==> src/rtl/trans_req_arbiter.sv <==
// Round-robin arbiter sharing one transceiver channel between 1<<REQ_BIT requesters,
// one transaction outstanding at a time. Optional WAIT timeout: `TRANS_ARB_TIMEOUT_EN.
//
//   state    | meaning
//   ---------+-----------------------------------------------------------
//   ST_IDLE  | no transaction; grant next requester, drain stale replies
//   ST_ISSUE | holding latched {len, payload} until write FIFO has room
//   ST_WAIT  | request pushed, waiting for the reply in the read FIFO
//   ST_RESP  | one-cycle response pulse to the owner
module trans_req_arbiter #(
    parameter int REQ_BIT     = 1,
    parameter int MESSAGE_BIT = 64,
    parameter int TIMEOUT     = 255,
    localparam int N          = 1 << REQ_BIT
) (
    input  logic                     CLK,
    input  logic                     RST_N,
    input  logic [N-1:0]             req_valid,
    input  logic [N*MESSAGE_BIT-1:0] req_data,
    input  logic [N*5-1:0]           req_len,
    output logic [N-1:0]             req_ready,
    output logic [N-1:0]             rsp_valid,
    output logic [MESSAGE_BIT-1:0]   rsp_data,
    output logic [4:0]               rsp_len,
    output logic                     rsp_err,
    output logic                     tx_write_flag,
    output logic [MESSAGE_BIT+4:0]   tx_write_data,
    input  logic                     tx_writable,
    output logic                     rx_read_flag,
    input  logic [MESSAGE_BIT+4:0]   rx_read_data,
    input  logic                     rx_readable,
    output logic                     busy
);

    typedef enum logic [1:0] {ST_IDLE, ST_ISSUE, ST_WAIT, ST_RESP} state_t;

    localparam logic [5:0] MAX_LEN = 6'(MESSAGE_BIT / 8);

    if (TIMEOUT < 1 || TIMEOUT > 255) begin : g_bad_timeout
        $error("trans_req_arbiter: TIMEOUT must be 1..255");
    end

    state_t                 state, state_nxt;
    logic [REQ_BIT-1:0]     owner, last_grant;
    logic [REQ_BIT-1:0]     cand, grant_idx;
    logic                   grant_ok;
    logic [4:0]             len_q, sel_len, clamp_len;
    logic [MESSAGE_BIT-1:0] data_q, rsp_data_q;
    logic [4:0]             rsp_len_q;
`ifdef TRANS_ARB_TIMEOUT_EN
    localparam logic [7:0] TIMEOUT_8 = 8'(TIMEOUT);
    logic [7:0]             timer;
    logic                   err_q;
`endif

    // Scan last_grant+1 .. last_grant+N; the REQ_BIT-wide add wraps mod N.
    always_comb begin
        grant_ok  = 1'b0;
        grant_idx = last_grant;
        cand      = last_grant;
        for (int i = 1; i <= N; i++) begin
            cand = last_grant + REQ_BIT'(i);
            if (!grant_ok && req_valid[cand]) begin
                grant_ok  = 1'b1;
                grant_idx = cand;
            end
        end
    end

    assign sel_len   = req_len[int'(grant_idx) * 5 +: 5];
    assign clamp_len = ({1'b0, sel_len} > MAX_LEN) ? MAX_LEN[4:0] : sel_len;

    always_ff @(posedge CLK or negedge RST_N) begin
        if (!RST_N) state <= ST_IDLE;
        else        state <= state_nxt;
    end

    // Mealy outputs; IDLE outputs are gated by RST_N so reset forces them low.
    always_comb begin
        state_nxt     = state;
        req_ready     = '0;
        rsp_valid     = '0;
        rsp_err       = 1'b0;
        tx_write_flag = 1'b0;
        rx_read_flag  = 1'b0;
        case (state)
            ST_IDLE: begin
                if (RST_N) begin
                    rx_read_flag = rx_readable;
                    if (grant_ok) begin
                        req_ready[grant_idx] = 1'b1;
                        state_nxt            = ST_ISSUE;
                    end
                end
            end
            ST_ISSUE: begin
                if (tx_writable) begin
                    tx_write_flag = 1'b1;
                    state_nxt     = ST_WAIT;
                end
            end
            ST_WAIT: begin
                if (rx_readable) begin
                    rx_read_flag = 1'b1;
                    state_nxt    = ST_RESP;
                end
`ifdef TRANS_ARB_TIMEOUT_EN
                else if (timer == TIMEOUT_8) begin
                    state_nxt = ST_RESP;
                end
`endif
            end
            ST_RESP: begin
                rsp_valid[owner] = 1'b1;
`ifdef TRANS_ARB_TIMEOUT_EN
                rsp_err          = err_q;
`endif
                state_nxt        = ST_IDLE;
            end
            default: state_nxt = ST_IDLE;
        endcase
    end

    always_ff @(posedge CLK or negedge RST_N) begin
        if (!RST_N) begin
            owner      <= '0;
            last_grant <= '1;
            len_q      <= '0;
            data_q     <= '0;
            rsp_data_q <= '0;
            rsp_len_q  <= '0;
`ifdef TRANS_ARB_TIMEOUT_EN
            timer      <= '0;
            err_q      <= 1'b0;
`endif
        end else begin
            if (state == ST_IDLE && grant_ok) begin
                owner      <= grant_idx;
                last_grant <= grant_idx;
                len_q      <= clamp_len;
                data_q     <= req_data[int'(grant_idx) * MESSAGE_BIT +: MESSAGE_BIT];
            end
            if (state == ST_WAIT && rx_readable) begin
                rsp_data_q <= rx_read_data[MESSAGE_BIT-1:0];
                rsp_len_q  <= rx_read_data[MESSAGE_BIT +: 5];
`ifdef TRANS_ARB_TIMEOUT_EN
                err_q      <= 1'b0;
`endif
            end
`ifdef TRANS_ARB_TIMEOUT_EN
            if (state == ST_ISSUE && tx_writable) timer <= '0;
            // Timeout is tested before the increment, so a reply in the same cycle wins.
            if (state == ST_WAIT && !rx_readable) begin
                if (timer == TIMEOUT_8) begin
                    rsp_data_q <= '0;
                    rsp_len_q  <= '0;
                    err_q      <= 1'b1;
                end else begin
                    timer <= timer + 8'd1;
                end
            end
`endif
        end
    end

    assign rsp_data      = rsp_data_q;
    assign rsp_len       = rsp_len_q;
    assign tx_write_data = {len_q, data_q};
    assign busy          = (state != ST_IDLE);

endmodule
==> config.mk <==
export PLATFORM = sky130hd
export DESIGN_NAME = trans_req_arbiter
export DESIGN_NICKNAME = d
export VERILOG_FILES = /design/src/rtl/trans_req_arbiter.sv
export SDC_FILE = /design/constraint.sdc
export NUM_CORES = 1
export LEC_CHECK = 0
export CORE_AREA = 10 10 134 136
export DETAILED_ROUTE_END_ITERATION = 10
export DIE_AREA = 0 0 144 146
export PLACE_DENSITY = 0.87
export SLEW_MARGIN = 20
export SYNTH_ARGS = -nofsm -noshare
export SYNTH_HDL_FRONTEND = slang
export SYNTH_SLANG_ARGS = --single-unit
==> constraint.sdc <==
create_clock -name CLK -period 2.78 [get_ports CLK]
set_clock_uncertainty 0.1 [all_clocks]
set_input_delay 0.556 -clock CLK [delete_from_list [all_inputs] [get_ports CLK]]
set_output_delay 0.556 -clock CLK [all_outputs]
set_load 0.02 [all_outputs]
Yosys cells after proc, flatten, opt, wreduce, memory -nomap -nowiden

Cells that the tools add are included.

Bits in registers: 142
Input bits: 213
Output and inout bits: 146
Logic and storage cells: 61

Add/subtract/negate cells: 1
Multiply operators: 1
Magnitude comparators: 7
Eq/ne operators: 7
Shift-type cells: 2
Multiplexer cells: 27
Reductions and logical operators: 9

Operator list:

| kind                  | number |
|---|---|
| $shiftx A128 B8 Y64   | 1 |
| $mux W2               | 8 |
| $mux W1               | 14 |
| $shiftx A10 B5 Y5     | 1 |
| $lt A1 B2 Y1 const B  | 4 |
| $ne A2 B2 Y1 const B  | 4 |
| $pmux W2 S4           | 1 |
| $gt A5 B4 Y1 const B  | 1 |
| $logic_and A1 B1 Y1   | 5 |
| $mux W5               | 1 |
| $eq A2 B2 Y1 const B  | 2 |
| $mul A1 B3 Y4 const B | 1 |
| $reduce_and A4 Y1     | 1 |
| $demux W1 S1          | 2 |
| $eq A2 B1 Y1 const B  | 1 |
| $ge A1 B1 Y1 const B  | 2 |
| $logic_not A2 Y1      | 1 |
| $pmux W1 S2           | 1 |
| $reduce_bool A2 Y1    | 1 |
| $add A1 B1 Y1 const B | 1 |
| $logic_not A1 Y1      | 1 |

Logic depth before layout (Yosys ltp)

Gate-level depths: netlist (run 1).

Depth in word-level cells: 14
Mapped depth: 7
Mapped depth without buffers: 6

Worst setup path before layout (run 1)

No wires, ideal clock.

Path type: register to output
Start: register state[0]
End: output port req_ready[1]
Arrival: 1.412 ns
Data required time: 2.124 ns
Path slack: 0.712 ns
Stages on the path, launching flop included: 7
Path buffers: 0
Path through: dfrtp_1 -> inv_1 -> ha_1 -> inv_1 -> nor2_1 -> nand2_1 -> nor2_1

Word-level cells in the longest chain between the ends: 2

Ends and longest elaborated chain:

| what                   | RTL line | source |
|---|---|---|
| from (decl)            | 43       | `state_t state, state_nxt;` |
| from (signal assigned) | 75       | `else state <= state_nxt;` |
| $logic_not A2 Y1       | 86       | `case (state)` |
| $mux W2                | 86       |  |
| to (decl)              | 21       | `output logic [N-1:0] req_ready,` |

No other way between the ends.

Worst setup path after layout (run 1)

Start: register state[0]
End: output port req_ready[0]

The elaborated chain is that of the path after synthesis.

==> results.md, run 1 <==
- The deepest clock path buffer count is 2.
- Detailed placement finished with a half-perimeter wire length of approximately 17000 um.
- The post-synthesis cell type count is 30.
- Gates resized during post-CTS repair numbered 4.
- sky130_fd_sc_hd__dfrtp_1 takes more of the synthesized area than any other cell.
- 359 I/O pins were placed.
- The cell occurring most often along the worst timing path is sky130_fd_sc_hd__inv_1.
- The reported leakage power is 4.518 nW.
- The routability-driven placement congestion ratio is 0.7805.
- Yosys attributes the largest share of cell area to sky130_fd_sc_hd__dfrtp_1 (57%), sky130_fd_sc_hd__mux2_2 (13%), sky130_fd_sc_hd__mux2i_1 (11%).
- Of the cells placed in the final design, the portion with a size suffix greater than 1 is 14.14%.
- The number of clock sinks is 142.
- TritonCTS created 17 clock buffers.
- The worst-case IR drop observed on VDD is just under 0.6 mV.
- The mean cell area of the mapped netlist is approximately 13 sq um.
- The synthesized net count is 709.
- The via count of the first global-routing pass is 5492.
- The H-tree was split into 4 levels.
- The starting utilization of the core area is 39.92%.
- The number of design-rule violations left by the first detailed-router iteration is 190.
- The count of standard-cell rows is 46.
- Measured against its own limit, the worst slew margin works out to 52.61%.
- The post-detailed-route DRC marker count is 0.
- The count of state elements after synthesis is 142.
- The mapped netlist covers 6181 sq um.
- The wire length of the first global-routing pass is 32080 um.
- Ranked by instance count, the synthesized netlist is headed by sky130_fd_sc_hd__dfrtp_1 (141), sky130_fd_sc_hd__nand2_1 (71), sky130_fd_sc_hd__mux2_2 (69).
- The clock root buffer is sky130_fd_sc_hd__clkbuf_16.
- TritonCTS built the clock tree.
- The transition time at the pin with the least slew margin is slightly above 0.7 ns.
- The final cell count without fillers is 1055.
- The length of the first detailed-routing pass in iterations is 4.
- Sequential elements use 57.51% of the synthesized area.
- The power density over cell area is 1139 nW/um^2.
- The count of buffers added by post-CTS timing repair for setup is 0.
- Setup repair after global routing left no endpoint under its margin.
- Along the worst path, the maximum fanout reaches 4.
- Clock latency on the worst-skew pair, taken at its later pin, is a little over 0.4 ns.
- The synthesized design contains 0 enable-type register cells.
- Among all cell types in the netlist, the one instantiated most often is sky130_fd_sc_hd__dfrtp_1.
- The setup violation total in the final timing report is 0.
- Counting flops with an async set or reset pin after synthesis yields a share of between 90% and 100%.
- For this design, the CTS-stage hold fixing added 0 buffers.
- The max-cap check violation count is 0.
- Buffers placed on the I/O ports in this run total 357.
- The total vias in the final route is 5074.
- The antenna cell count is 0.
- The routed wirelength normalized by instance count is 19.79 um.
- STA puts the critical path data arrival time at 1.97 ns.
- From synthesis to final layout, the design area changed by 68.62%.
- The mean number of vias per cell is 4.809.
- The cell total after placement is between 1000 and 1500.
- Derived from the worst setup path, the maximum achievable clock frequency is around 380 MHz.
- In this run the critical register-to-register path is launched from last_grant$_DFFE_PN1P_.
- With fillers left out, the area of the finished cells amounts to about 10000 sq um.
- The total area inside the core boundary comes to 15480 sq um.
- The critical path starts at state[0]$_DFFE_PN0P_.
- The share of the synthesized area in the top cell type is 57.09%.
- For this run, the number of Yosys warnings is 0.
- The post-synthesis instance total is 491.
- The path class of the tightest hold or removal check is input pin to async pin.
- Summing all placed instances gives a cell area of 9876 sq um.
- The signal on the critical path passes through inv_1 > ha_1 > inv_1 > nor2_2 > and3_1 > dlygate4sd2_1.
- The final hold violation count is 0.
- The global router's overall resource usage is 19.77%.
- The run finished with clean final reports.
- In this run the remaining antenna-violating nets after routing total 0.
- The pin count of the biggest net entering global routing is 137.
- Summed over all layers, the global routing overflow is 0.
- Counting the fill cells in the layout gives approximately 1200.
- The die is 146 um tall.
- The most used flip-flop cell after synthesis is sky130_fd_sc_hd__dfrtp_1.
- The worst setup path is captured at an output port.
- Of the available clock period, the critical path in the final layout requires 94.29%.
- The floorplan step set the die width to 144 um.
- The worst setup path is launched from a flop.
- The endpoint required time on the critical path is 2.12 ns.
- For this run, the slowest stage of the critical path takes 0.41 ns.
- The number of antenna violations at the first check in global routing is 0.
- For this run, the post-layout net count is 1068.
- Final hold analysis gives a worst-case slack of 0.1306 ns.
- The total die area is 21020 sq um.
- The clock period could shrink to 2.621 ns.
- The total wire length after detailed routing is 20880 um.
- The slowest cell on the critical path is sky130_fd_sc_hd__dfrtp_1.
- The total count of max-transition violations in the final report came to 0.
- The worst setup path category is flop to output port.
- The clock-pin slew on the worst setup and hold paths is 0.06 ns.
==> flip-flops by register name (all words and copies together), names as in the netlist <==
name and count:
last_grant 1, owner 1, data_q 64, len_q 5, state 2, rsp_len 5
rsp_data 64
==> final cells by class <==
class                           count  area [sq um]  area share [%]
Multi-Input combinational cell    316          2362           22.67
Inverter                            3         11.26          0.1080
Clock buffer                       18         429.2           4.118
Sequential cell                   142          3555           34.11
Clock inverter                     14         118.9           1.140
Timing Repair Buffer              370          3706           35.56
Tap cell                          192         240.2           2.305
==> layer usage <==
layer / wire, um / part of all wire (%) / GRT usage, %
met5: 0 / 0 / 0
met4: 395 / 1.9 / 6.384
met3: 2179 / 10 / 8.192
met2: 10600 / 51 / 33.59
met1: 7702 / 37 / 21.73
==> layout by cell type (no fill, tap or decap), types with 4 or more instances in the layout <==
cell                              synthesis  routed
sky130_fd_sc_hd__nand2_1                 71      70
sky130_fd_sc_hd__a21oi_1                  5       5
sky130_fd_sc_hd__mux2i_1                 67      67
sky130_fd_sc_hd__clkinvlp_4               0       5
sky130_fd_sc_hd__clkbuf_16                0      17
sky130_fd_sc_hd__dfrtp_1                141     141
sky130_fd_sc_hd__ha_1                     5       5
sky130_fd_sc_hd__o21ai_0                  4       4
sky130_fd_sc_hd__nor2b_1                 10      10
sky130_fd_sc_hd__o21ai_1                 67      67
sky130_fd_sc_hd__buf_4                    2      10
sky130_fd_sc_hd__mux2_2                  69      69
sky130_fd_sc_hd__clkdlybuf4s50_1          0     353
sky130_fd_sc_hd__clkinv_2                 0       5
==> critical path: cells and delay by family (launching register included) <==
| kind | cells | cell delay, ns |
|---|---|---|
| flip-flops | 1 | 0.41 |
| AND/OR/NAND/NOR | 2 | 0.36 |
| adder cells (fa/ha/maj) | 1 | 0.24 |
| buffers and inverters | 3 | 0.55 |
==> stage by stage <==
stage                     setup TNS (ns)  power [mW]  util, %  setup WS (ns)
after CTS                              0       12.04    67.32         0.1459
after global routing                   0       12.59    67.32        0.04432
after floorplan                        0       6.986        -         0.7124
after detailed placement       -0.008512       9.892    63.79      -0.008512
after global placement                 0       9.725    63.79        0.01575
final                                  0       11.87    67.32         0.1588
==> worst paths after layout <==
path | slack [ns] | end | cells after the start
max | 0.16 | req_ready[0] | 6
min | 0.13 | rsp_data[42]$_DFFE_PN0P_ | 2
max reg2reg | 0.71 | data_q[55]$_DFFE_PN0P_ | 6
min reg2reg | 0.38 | data_q[7]$_DFFE_PN0P_ | 2
max in group asynchronous | 1.38 | data_q[8]$_DFFE_PN0P_ | 3
min in group CLK | 0.38 | data_q[7]$_DFFE_PN0P_ | 2
==> report_power, final <==
part           switching [mW]  internal [mW]  total (mW)
combinational            3.10           3.06        6.16
sequential              0.502           3.10        3.60
clock                   0.885           1.23        2.11
==> cells by family (layout without fill, tap and decap cells) <==
family / after synthesis / after routing / synth area share (%)
compound gates: 80 / 80 / 6.842
fa+ha+maj: 5 / 5 / 1.012
buf+inv: 33 / 405 / 4.473
flops: 142 / 142 / 57.51
mux: 137 / 137 / 23.66
other cells: 1 / 1 / 0.06067
simple gates: 93 / 93 / 6.438
No activity file was read; power rests on OpenSTA's default activity.
==> run 2: changes to the inputs <==
--- a/config.mk
+++ b/config.mk
@@ -7,6 +7,7 @@
 export LEC_CHECK = 0
-export CORE_AREA = 10 10 134 136
+export CORE_AREA = 10 10 133 135
+export CTS_BUF_LIST = sky130_fd_sc_hd__clkbuf_8
 export DETAILED_ROUTE_END_ITERATION = 10
-export DIE_AREA = 0 0 144 146
-export PLACE_DENSITY = 0.87
+export DIE_AREA = 0 0 143 145
+export PLACE_DENSITY = 0.88
 export SLEW_MARGIN = 20
--- a/constraint.sdc
+++ b/constraint.sdc
@@ -4,2 +4,2 @@
 set_output_delay 0.556 -clock CLK [all_outputs]
-set_load 0.02 [all_outputs]
+set_load 0.05 [all_outputs]
==> run 2 against run 1 <==
Compared with the run above: setup slack improved by 0.089 ns; core utilization rose by 1.4 points; non-clock buffer count fell by 2; critical endpoint is now rx_read_flag; largest cell class unchanged.
==> results.md, run 2 (same netlist as run 1, synthesis figures left out) <==
- The run finished with clean final reports.
- The routed wirelength normalized by instance count came to 19.81 um (+0.10%).
- The delay of the slowest cell on the worst path is 0.57 ns (+0.16 ns).
- The latest clock arrival within the worst-skew pair is 0.44 ns (+0.03 ns).
- The minimum period implied by the final worst setup slack is 2.532 ns (-0.08926 ns).
- The die width is 143 um (-0.69%).
- The core area is 15030 sq um (-2.9%).
- The final hold violation count is 0 (unchanged).
- The worst setup path category is input pin to output port.
- The number of design-rule violations left by the first detailed-router iteration came to 94 (-51%).
- Walking the worst path, the cells encountered are dlygate4sd3_1 > buf_6 > a21oi_1 > nor2b_1 > buf_12.
- The reported leakage power is 4.510 nW (-0.18%).
- The endpoint required time on the critical path is 2.12 ns (about the same).
- The fraction of final layout cells sized beyond drive strength 1 is 14.07% (-0.067 points).
- The count of standard-cell rows is 45 (-2.2%).
- The tree is rooted in a sky130_fd_sc_hd__clkbuf_8.
- The post-DP HPWL is 16750 um (+1.0%).
- The total count of max-transition violations in the final report is 0 (unchanged).
- The internal power came to 7.172 mW (-2.9%).
- The largest individual stage delay along the critical path comes from the cell sky130_fd_sc_hd__dlygate4sd3_1.
- The total power consumption of the routed design is 13.95 mW (+18%).
- The count of buffers added by post-CTS timing repair for setup was 0 (unchanged).
- The clock-pin slew on the worst setup and hold paths is 0.07 ns (about the same).
- Leaving out fill and tap cells, the most frequent cell in the layout is sky130_fd_sc_hd__clkdlybuf4s50_1.
- The total wire length after detailed routing is 20760 um (-0.56%).
- The TritonCTS clock tree is yes.
- The setup total negative slack is 0 ns (unchanged).
- The worst max-slew margin expressed relative to the limit is 35.43% (-17 points).
- The final non-filler cell area was 10340 sq um (-0.82%).
- The part of the cycle the worst path needs came to 91.08% (-3.2 points).
- The worst IR drop on VDD came to 0.7169 mV (+24%).
- The largest fanout on the critical path was 25 (+21).
- The post-detailed-route DRC marker count is 0 (unchanged).
- The total vias in the final route is 5078 (+0.079%).
- The deepest clock path buffer count is 2 (unchanged).
- The via count of the first global-routing pass came to 5559 (+1.2%).
- The number of nets in the layout is 1066 (-0.19%).
- The switching share of power came to 48.60% (+11 points).
- The global router's overall resource usage is 19.52% (-0.25 points).
- Setup repair after global routing left no endpoint under its margin.
- Leaving out fill and tap cells, the most frequent cells in the layout are sky130_fd_sc_hd__clkdlybuf4s50_1 (349), sky130_fd_sc_hd__dfrtp_1 (141), sky130_fd_sc_hd__nand2_1 (70).
- The share of power burned in registers is 26.0% (-4.3 points).
- The reported net switching power is 6.780 mW (+51%).
- The H-tree level count came to 4 (unchanged).
- The achievable clock frequency was 395.0 MHz (+3.5%).
- The endpoint kind of the worst setup timing path is an output port.
- The number of antenna violations at the first check in global routing is 1 (+1).
- The total die area is 20740 sq um (-1.4%).
- The fraction of power consumed by combinational cells is 61.0% (+9.1 points).
- The wire length of the first global-routing pass is 31340 um (-2.3%).
- The post-route antenna net violation count is 0 (unchanged).
- The data arrival time of the critical path is 1.88 ns (-0.09 ns).
- The length of the first detailed-routing pass in iterations came to 4 (unchanged).
- The mean number of vias per cell is 4.845 (+0.75%).
- The category of the worst setup path launch point is an input pin.
- The starting utilization of the core area is 41.12% (+1.2 points).
- The die boundary height is 145 um (-0.68%).
- The standard cell area after detailed placement came to 9888 sq um (+0.13%).
- The number of buffers added on ports is 357 (unchanged).
- The area taken by flip-flops and latches came to 3555 sq um (unchanged).
- The max-cap check violation count is 0 (unchanged).
- The combined area of the multi-input logic cells is 2360 sq um (-0.11%).
- The I/O pin total is 359 (unchanged).
- The pin count of the biggest net entering global routing is 76 (-45%).
- The routability-driven placement congestion ratio is 0.7584 (-2.8%).
- The antenna cell count came to 0 (unchanged).
- The transition time at the pin with the least slew margin is 0.9686 ns (+0.2577 ns).
- The fraction of power consumed by the clock network is 13.0% (-4.8 points).
- The number of clock sinks came to 142 (unchanged).
- The number of fill cells in the layout is 1103 (-5.0%).
- The setup violation total in the final timing report was 0 (unchanged).
- The area added between synthesis and finish is 67.25%.
- The number of buffers inserted during clock tree synthesis is 17 (unchanged).
- The total grt overflow is 0 (unchanged).
- The power density over cell area is 1350 nW/um^2 (+18%).
- In this run the worst hold path is classified as flop to flop.
- The final design utilization is 68.76% (+1.4 points).
==> run 2: final timing paths <==
check,cells past startpoint,slack [ns],endpoint,from
min in group asynchronous,2,0.45,rsp_data[14]$_DFFE_PN0P_,RST_N
worst max register to register,5,0.99,rsp_data[3]$_DFFE_PN0P_,state[0]$_DFFE_PN0P_
worst max-delay path,5,0.25,rx_read_flag,RST_N
max in group asynchronous,3,0.89,data_q[29]$_DFFE_PN0P_,RST_N
worst min register to register,2,0.38,data_q[59]$_DFFE_PN0P_,data_q[59]$_DFFE_PN0P_
worst min-delay path,2,0.38,data_q[59]$_DFFE_PN0P_,data_q[59]$_DFFE_PN0P_
==> run 2: metal layers <==
metal,part of all wire [%],vias up,track usage [%]
met3,11,31,9.387
met4,2.2,2,7.276
met2,52,240,34.56
met1,34,2403,19.05
li1,-,2402,-
met5,0.063,-,0
==> run 2: layout make-up <==
class                           count  share of cell area (%)
Inverter                            3                  0.1089
Sequential cell                   142                   34.39
Clock inverter                     13                   1.816
Clock buffer                       18                   2.397
Multi-Input combinational cell    316                   22.83
Tap cell                          188                   2.275
Timing Repair Buffer              368                   36.19
==> run 2: stage by stage <==
stage               worst slack [ns]  instances  hold slack (ns)
floorplan                     0.1994        491           0.1604
global placement              0.3237       1016           0.3218
detailed placement            0.3194       1016           0.3245
CTS                          0.05405       1048           0.3900
global route                  0.1431       1048           0.4058
finish                        0.2480       1048           0.3843
==> run 2: power by group through the flow <==
stage               clock (mW)  combinational, mW  sequential [mW]
global placement             0               8.49             3.61
global route              1.95               8.92             3.76
CTS                       1.86               8.61             3.64
detailed placement           0               8.60             3.68
floorplan                    0               2.23             7.06
finish                    1.82               8.51             3.63
==> run 2: repair_timing <==
action | CTS | global route
hold buffers | 1 | 0
endpoints found under the hold margin | 17 | 0
gates resized for setup | 1 | 2
setup endpoints to repair | 1 | 2
==> run 2: worst max-delay path, delay by kind of cell <==
kind | cells | cell delay (ns)
buffers and inverters | 3 | 0.98
AO/OA/AOI/OAI | 1 | 0.11
AND/OR/NAND/NOR | 1 | 0.21
==> run 3: changes to the inputs <==
GPL_TIMING_DRIVEN = 0   (was default)
PLACE_DENSITY = 0.86   (was 0.88)
==> run 3 against run 2 <==
Compared with the run above: final area up 1.2%; sequential share of layout area decreased by 0.39 points; power rose by 0.57%; register-to-register slack lost 0.22 ns; cell count grew 2.1%; routed wire length increased by 4.1%; maximum frequency decreased by 4.4%; die area is the same; core utilization increased by 0.79 points; sequential power is essentially flat; first-iteration DRC count grew 28%; critical path depth down 2; largest cell class unchanged.
==> results.md, run 3 (same netlist as run 1, synthesis figures left out) <==
- The flow ran to the end, and the final reports show no timing, DRC or antenna violations.
- The clock root buffer is sky130_fd_sc_hd__clkbuf_8.
- The fraction of final layout cells sized beyond drive strength 1 is 15.19% (+1.1 points).
- The final critical-path setup slack came to 0.1313 ns (-0.1167 ns).
- The commonest non-fill, non-tap cell in the layout is sky130_fd_sc_hd__clkdlybuf4s50_1.
- The worst max-slew margin expressed relative to the limit came to 58.91% (+23 points).
- The power density over cell area is 1342 nW/um^2 (-0.57%).
- The worst hold slack is 0.01225 ns (-0.3720 ns).
- The total count of max-transition violations in the final report is 0 (unchanged).
- The routed wirelength normalized by instance count was 20.21 um (+2.0%).
- The fraction of power consumed by the clock network is 11.8% (-1.2 points).
- The worst setup path category is flop to output port.
- The fraction of power consumed by combinational cells is 62.4% (+1.4 points).
- The count of buffers added by post-CTS timing repair for setup is 0 (unchanged).
- The delay of the slowest cell on the worst path was 0.84 ns (+0.27 ns).
- The length of the first detailed-routing pass in iterations came to 4 (unchanged).
- The achievable clock frequency came to 377.5 MHz (-4.4%).
- The deepest clock path buffer count is 2 (unchanged).
- The internal reg-to-reg setup slack is 0.77 ns (-0.22 ns).
- The global-route met1 utilization is 22.18% (+3.1 points).
- The number of design-rule violations left by the first detailed-router iteration is 120 (+28%).
- The via count of the first global-routing pass came to 5601 (+0.76%).
- The total vias in the final route is 5181 (+2.0%).
- The wire length of the first global-routing pass was 32970 um (+5.2%).
- The category of the worst setup path launch point is a flop.
- The cell total after placement is 1037 (+2.1%).
- The slowest cell on the critical path is sky130_fd_sc_hd__clkdlybuf4s50_1.
- The routability-driven placement congestion ratio was 0.8250 (+8.8%).
- The number of fill cells in the layout is 1115 (+1.1%).
- The final cell count without fillers is 1070 (+2.1%).
- The number of buffers inserted during clock tree synthesis is 17 (unchanged).
- The core area is 15030 sq um (unchanged).
- The setup total negative slack is 0 ns (unchanged).
- The standard cell area after detailed placement is 10020 sq um (+1.4%).
- The total wire length after detailed routing is 21620 um (+4.1%).
- The endpoint required time on the critical path is 2.12 ns (about the same).
- The number of buffers added on ports is 357 (unchanged).
- The final design utilization came to 69.55% (+0.79 points).
- The data arrival time of the critical path is 1.99 ns (+0.11 ns).
- The post-detailed-route DRC marker count was 0 (unchanged).
- The die boundary height is 145 um (unchanged).
- The die width came to 143 um (unchanged).
- The mean number of vias per cell came to 4.842 (about the same).
- The latest clock arrival within the worst-skew pair was 0.43 ns (about the same).
- The minimum period implied by the final worst setup slack was 2.649 ns (+0.1167 ns).
- The global router's overall resource usage came to 20.59% (+1.1 points).
- The total grt overflow came to 0 (unchanged).
- The number of clock sinks is 142 (unchanged).
- The antenna cell count was 0 (unchanged).
- The worst-case setup slack after placement is -0.5345 ns (-0.8538 ns).
- The pin count of the biggest net entering global routing is 90 (+18%).
- The total die area is 20740 sq um (unchanged).
- The top cell types in the final layout, fill and taps aside, are sky130_fd_sc_hd__clkdlybuf4s50_1 (349), sky130_fd_sc_hd__dfrtp_1 (141), sky130_fd_sc_hd__nand2_1 (71).
- The number of nets in the layout came to 1088 (+2.1%).
- The total power consumption of the routed design came to 14.03 mW (+0.57%).
- The reported leakage power came to 4.543 nW (+0.73%).
- The I/O pin total is 359 (unchanged).
- The largest fanout on the critical path is 4 (-84%).
- The worst setup path is captured at an output port.
- The final hold violation count was 0 (unchanged).
- The routing usage on met3 is 7.920% (-1.5 points).
- TritonCTS built the clock tree.
- The internal power came to 7.119 mW (-0.73%).
- The area added between synthesis and finish is 69.17%.
- The combined area of the multi-input logic cells is 2352 sq um (-0.32%).
- The clock-pin slew on the worst setup and hold paths is 0.08 ns (about the same).
- The worst IR drop on VDD is 0.6570 mV (-8.4%).
- The part of the cycle the worst path needs came to 95.28% (+4.2 points).
- The critical path goes through ha_1 > nor2b_1 > clkdlybuf4s50_1.
- Setup repair after global routing left no endpoint under its margin.
- The share of power burned in registers came to 25.8% (-0.2 points).
- The most utilized layer in the global route result is met2.
- The path class of the tightest hold or removal check is input pin to async pin.
- The H-tree level count is 4 (unchanged).
- The number of antenna violations at the first check in global routing is 0 (-1).
- The transition time at the pin with the least slew margin is 0.6144 ns (-0.3542 ns).
- The max-cap check violation count is 0 (unchanged).
- The post-DP HPWL is 17500 um (+4.5%).
- The post-route antenna net violation count came to 0 (unchanged).
- The starting utilization of the core area came to 41.12% (unchanged).
- The switching share of power is 49.26% (+0.66 points).
- The reported net switching power is 6.912 mW (+1.9%).
- The count of standard-cell rows is 45 (unchanged).
- The global routing usage on met2 is 36.14% (+1.6 points).
- The area taken by flip-flops and latches is 3555 sq um (unchanged).
- The final non-filler cell area is 10460 sq um (+1.2%).
- The setup violation total in the final timing report is 0 (unchanged).
[run 3: path summary, 6_finish.rpt]
path / to / cells past startpoint / start
worst max-delay path: rsp_valid[0] / 3 / state[0]$_DFFE_PN0P_
worst min-delay path: rsp_data[47]$_DFFE_PN0P_ / 2 / RST_N
worst max register to register: rsp_data[58]$_DFFE_PN0P_ / 6 / state[0]$_DFFE_PN0P_
worst min register to register: data_q[16]$_DFFE_PN0P_ / 2 / data_q[16]$_DFFE_PN0P_
max in group asynchronous: last_grant$_DFFE_PN1P_ / 2 / RST_N
min in group CLK: data_q[16]$_DFFE_PN0P_ / 2 / data_q[16]$_DFFE_PN0P_
[run 3: routing by layer]
layer,vias to the layer above,wire [um]
met2,246,11190
met1,2457,7915
li1,2449,-
met5,-,0
met4,0,396
met3,29,2116
[run 3: final cells by class]
class / instances / area share, %
clock inverters: 12 / 1.304
flip-flops and latches: 142 / 34.00
multi-input cells: 316 / 22.50
inverters: 3 / 0.1077
clock buffers: 19 / 2.501
repair buffers: 360 / 34.81
well taps: 188 / 2.250
plain buffers: 30 / 2.537
[run 3: worst max-delay path, delay by kind of cell, from the launching register on]
| kind | cells | cell delay (ns) |
|---|---|---|
| simple gates | 1 | 0.12 |
| flops | 1 | 0.42 |
| buf+inv | 1 | 0.84 |
| fa+ha+maj | 1 | 0.18 |
[run 3: power by group through the flow]
stage | registers, mW | clock network, mW | logic (mW)
2_1_floorplan | 7.06 | 0 | 2.23
3_3_place_gp | 3.59 | 0 | 8.73
3_5_place_dp | 3.65 | 0 | 8.85
4_1_cts | 3.62 | 1.70 | 8.85
5_1_grt | 3.75 | 1.78 | 9.18
6_report | 3.61 | 1.66 | 8.76
[run 3: timing repair]
action,in CTS,in global routing
hold buffers,2,0
gates resized for setup,15,4
endpoints found under the hold margin,53,0
endpoints found under the setup margin,5,2
